==> src/rtl/cpu_pkg.sv <==
// Shared widths and the pipeline-stage bundle used by the operand forwarding logic.
// Build option: OPERAND_FWD_WB_BYPASS_EN enables forwarding from the WB register.
package cpu_pkg;

    localparam int unsigned RegSelW = 3;
    localparam int unsigned DataW   = 16;

    typedef logic [RegSelW-1:0] regsel_t;
    typedef logic [DataW-1:0]   data_t;

    // One in-flight register write as seen at a pipeline stage.
    typedef struct packed {
        logic    wr;
        regsel_t rd;
        data_t   data;
        logic    is_load;
    } stage_t;

    // A stage feeds a source only if the source is consumed and the stage writes that register.
    function automatic logic src_hit(stage_t s, regsel_t rs, logic used);
        return used && s.wr && (s.rd == rs);
    endfunction

endpackage

==> src/rtl/fwd_mux.sv <==
// Per-operand source selection: youngest producer wins (EX > MEM > WB > register file).
// Build option: OPERAND_FWD_WB_BYPASS_EN forwards from WB; otherwise a WB match stalls.
module fwd_mux
    import cpu_pkg::*;
(
    input  logic   [RegSelW-1:0] rs,
    input  logic                 used,
    input  logic   [DataW-1:0]   rf_data,
    input  stage_t               ex,
    input  stage_t               mem,
    input  stage_t               wb,
    output logic   [DataW-1:0]   op,
    output logic                 stall
);

`ifdef OPERAND_FWD_WB_BYPASS_EN
    logic unused_bits;
    assign unused_bits = mem.is_load ^ wb.is_load;
`else
    logic unused_bits;
    assign unused_bits = mem.is_load ^ wb.is_load ^ (^wb.data);
`endif

    // Priority select; a load still in EX has no data yet, so it can only stall.
    always_comb begin
        op    = rf_data;
        stall = 1'b0;
        if (src_hit(ex, rs, used)) begin
            if (ex.is_load) begin
                stall = 1'b1;
            end else begin
                op = ex.data;
            end
        end else if (src_hit(mem, rs, used)) begin
            op = mem.data;
        end
`ifdef OPERAND_FWD_WB_BYPASS_EN
        else if (src_hit(wb, rs, used)) begin
            op = wb.data;
        end
`else
        // Register file returns the old value while WB is writing, so wait it out.
        if (src_hit(wb, rs, used)) begin
            stall = 1'b1;
        end
`endif
    end

endmodule

==> src/rtl/operand_fwd.sv <==
// Operand forwarding and load-use hazard detection for a 3-stage-after-decode pipeline.
// Holds the MEM and WB stage registers and drives the register file write port from WB.
// Build option: OPERAND_FWD_WB_BYPASS_EN (see fwd_mux).
module operand_fwd
    import cpu_pkg::*;
(
    input  logic               clk,
    input  logic               rst,
    input  logic [RegSelW-1:0] id_rs1,
    input  logic [RegSelW-1:0] id_rs2,
    input  logic               id_rs1_used,
    input  logic               id_rs2_used,
    input  logic [DataW-1:0]   rf_read1data,
    input  logic [DataW-1:0]   rf_read2data,
    input  logic               ex_valid,
    input  logic               ex_wr,
    input  logic               ex_is_load,
    input  logic [RegSelW-1:0] ex_rd,
    input  logic [DataW-1:0]   ex_data,
    input  logic [DataW-1:0]   mem_load_data,
    output logic [DataW-1:0]   op1,
    output logic [DataW-1:0]   op2,
    output logic               stall,
    output logic               wb_write,
    output logic [RegSelW-1:0] wb_regsel,
    output logic [DataW-1:0]   wb_data
);

    stage_t ex_s;
    stage_t mem_q;
    stage_t mem_fwd;
    stage_t wb_q;
    logic   stall1;
    logic   stall2;

    // EX bundle and the resolved MEM result (load data replaces the ALU value).
    always_comb begin
        ex_s         = '0;
        ex_s.wr      = ex_valid & ex_wr;
        ex_s.rd      = ex_rd;
        ex_s.data    = ex_data;
        ex_s.is_load = ex_is_load;

        mem_fwd         = '0;
        mem_fwd.wr      = mem_q.wr;
        mem_fwd.rd      = mem_q.rd;
        mem_fwd.data    = mem_q.is_load ? mem_load_data : mem_q.data;
        mem_fwd.is_load = 1'b0;
    end

    // MEM and WB stage registers; reset drops any in-flight write.
    always_ff @(posedge clk or posedge rst) begin
        if (rst) begin
            mem_q <= '0;
            wb_q  <= '0;
        end else begin
            mem_q <= ex_s;
            wb_q  <= mem_fwd;
        end
    end

    assign wb_write  = wb_q.wr;
    assign wb_regsel = wb_q.rd;
    assign wb_data   = wb_q.data;

    fwd_mux u_fwd_mux1 (
        .rs      (id_rs1),
        .used    (id_rs1_used),
        .rf_data (rf_read1data),
        .ex      (ex_s),
        .mem     (mem_fwd),
        .wb      (wb_q),
        .op      (op1),
        .stall   (stall1)
    );

    fwd_mux u_fwd_mux2 (
        .rs      (id_rs2),
        .used    (id_rs2_used),
        .rf_data (rf_read2data),
        .ex      (ex_s),
        .mem     (mem_fwd),
        .wb      (wb_q),
        .op      (op2),
        .stall   (stall2)
    );

    assign stall = stall1 | stall2;

endmodule

==> config.mk <==
export PLATFORM = sky130hd
export DESIGN_NAME = operand_fwd
export DESIGN_NICKNAME = d
export VERILOG_FILES = /design/src/rtl/cpu_pkg.sv /design/src/rtl/fwd_mux.sv /design/src/rtl/operand_fwd.sv
export SDC_FILE = /design/constraint.sdc
export NUM_CORES = 1
export LEC_CHECK = 0
export CAP_MARGIN = 10
export CORE_ASPECT_RATIO = 0.5
export CORE_MARGIN = 2
export CORE_UTILIZATION = 34
export DETAILED_ROUTE_END_ITERATION = 10
export HOLD_SLACK_MARGIN = 0.12
export PLACE_DENSITY = 0.77
export SYNTH_ARGS = -nofsm -noshare
export SYNTH_HDL_FRONTEND = slang
export SYNTH_HIERARCHICAL = 1
export SYNTH_SLANG_ARGS = --single-unit
==> constraint.sdc <==
create_clock -name clk -period 1.6 [get_ports clk]
set_input_delay 0.16 -clock clk [delete_from_list [all_inputs] [get_ports clk]]
set_output_delay 0.16 -clock clk [all_outputs]
set_load 0.03 [all_outputs]
==> metrics <==
status=finished with violations; failing checks=negative setup slack; Seq pwr share=34.8%; Max Clock Freq=474.6 MHz; unrepaired setup endpoints after global routing=true; H-tree levels=2; first-pass GRT wire length=12.14 mm; actual slew at the worst max-slew pin=0.4021 ns; Iter 0 DRT Violations=103; FF-to-FF setup slack=0.54 ns; clk_lat worst skew=0.28 ns; # fillers=447; Critical Path End Type=output pin; CTS Root Cell=clkbuf_16; remaining antenna violation count after routing=0; pre-CTS WS=-1.339 ns; share of power burned in combinational logic=30.7%; Power per Cell Area=748.5 nW/µm²; CTS Buf Count=5; reg2reg start=mem_q[0]; Core Area=6156 µm²; Mapped Cells=172; chip width=117.8 µm; cell area after synthesis=2200 µm²; starting utilization of the core area=35.73%; Internal=2.364 mW; First-pass DRT Iterations=4; Port Buffers=132; TNS Setup=-15.37 ns; period utilization=131.7%; CP Launch Type=input port; yosys warns=6; Die Y=60.88 µm; Syn Area/Cell=12.79 µm²; R2R depth=2; share of cells above drive strength 1=47.25%; Rows=20; largest net degree at the start of global routing=42; drt wl/cell=18.42 µm; worst setup path class=input port to output pin; mean number of vias per cell=5.109; grt ovf=0; total track usage=22.01%; IO Pins=133; max cap viols=0; CP required=1.44 ns; final core occ=70.26%; DR vias=2,212; Tmin final=2.107 ns; Net Sw Power=873.3 µW; Sw Ratio=26.97%; Hold WC Path Type=input port to asynchronous set/reset pin; DIE AREA=7168 µm²; Final setup viols=33; vias in the first global route=2,435; Leak Pwr=1.884 nW; n_diodes=0; reg2reg end=wb_data[11]; Rel. slew slack=72.97%; NumNets Final=425; initial antenna violation count=0; placed wire-length estimate=5.482 mm; VDD IR max=0.6738 mV; Area Growth Syn to Fin=96.64%; CTS tree=built; critical path peak fanout=5; Num Clock Sinks=41; setup ws final=-0.5072 ns; syn_nets=252; Routability Congestion=0.8322; worst path arrival time=1.95 ns; routed wire length=7.976 mm; Clock power frac=34.5%; Clock Path Buffers=2; clock transition at the registers of the reported paths=0.06 ns; DRC Markers=0; clk_skew=0.003995 ns; Final Max Tran Viols=0; Hold Vio Cnt, Final=0
==> state kept, by name (all words and copies together), names as in the netlist <==
| register | flops |
|---|---|
| mem_q | 17 |
| wb_data | 16 |
| mem_fwd | 4 |
| wb_regsel | 3 |
| wb_write | 1 |
==> cells in the final DEF, fill, tap and decap left out, types with 4 or more instances in the layout <==
master / instances
a221o_2: 32
mux2_2: 6
and2_1: 32
dfrtp_1: 41
buf_6: 43
xor2_1: 4
clkdlybuf4s50_1: 86
buf_4: 30
xor2_2: 6
clkbuf_16: 6
xnor2_1: 5
buf_2: 4
mux2_4: 10
==> worst max path at each step <==
| stage | start | endpoint | cells after the start |
|---|---|---|---|
| after floorplan | id_rs1[2] | op1[10] | 6 |
| after global placement | ex_rd[2] | op1[2] | 7 |
| after detailed placement | ex_rd[2] | op2[15] | 7 |
| after CTS | mem_fwd[19] | op2[1] | 6 |
| after global routing | mem_fwd[19] | op1[6] | 6 |
| final | id_rs1_used | op1[11] | 7 |
==> through the flow <==
step	cells	hold slack [ns]	power, mW	area, µm²
after CTS	432	0.2639	3.231	4245
after global routing	433	0.2811	3.351	4325
after detailed placement	413	0.3758	2.058	3860
final	433	0.2574	3.238	4325
after global placement	413	0.3760	2.043	3860
after floorplan	172	0.1914	1.561	2255
==> repair_timing <==
item / 4_1_cts / 5_1_grt
hold buffers: 3 / 0
setup endpoints to repair: 33 / 33
hold endpoints to repair: 3 / 0
gates cloned: 2 / 1
pin swaps: 22 / 5
resized for setup: 294 / 7
setup buffers: 7 / 0
==> area by class of cell <==
| class | instances | area [µm²] | area share, % |
|---|---|---|---|
| Multi-Input combinational cell | 118 | 1231 | 28.46 |
| Timing Repair Buffer | 176 | 1787 | 41.31 |
| Inverter | 3 | 11.26 | 0.2603 |
| Clock inverter | 2 | 35.03 | 0.8100 |
| Tap cell | 88 | 110.1 | 2.546 |
| Clock buffer | 5 | 125.1 | 2.893 |
| Sequential cell | 41 | 1026 | 23.72 |
==> critical path: stages <==
cell and delay (ns):
dlygate4sd2_1 0.25, nand2_2 0.07, or4_4 0.53, and4_4 0.25
buf_8 0.14, a221o_2 0.39, buf_6 0.14
==> power by group through the flow <==
| stage | logic (mW) | registers [mW] | clock network [mW] |
|---|---|---|---|
| 2_1_floorplan | 0.347 | 1.21 | 0 |
| 3_3_place_gp | 0.903 | 1.14 | 0 |
| 3_5_place_dp | 0.914 | 1.14 | 0 |
| 4_1_cts | 0.973 | 1.13 | 1.13 |
| 5_1_grt | 1.04 | 1.13 | 1.18 |
| 6_report | 0.995 | 1.13 | 1.12 |
==> routing by layer <==
metal	wire length [µm]	global-route usage, %
met4	83	6.540
met5	0	0
met3	459	4.793
met2	4291	42.77
met1	3142	25.41
Note: power is estimated with default switching activity, not from simulation.
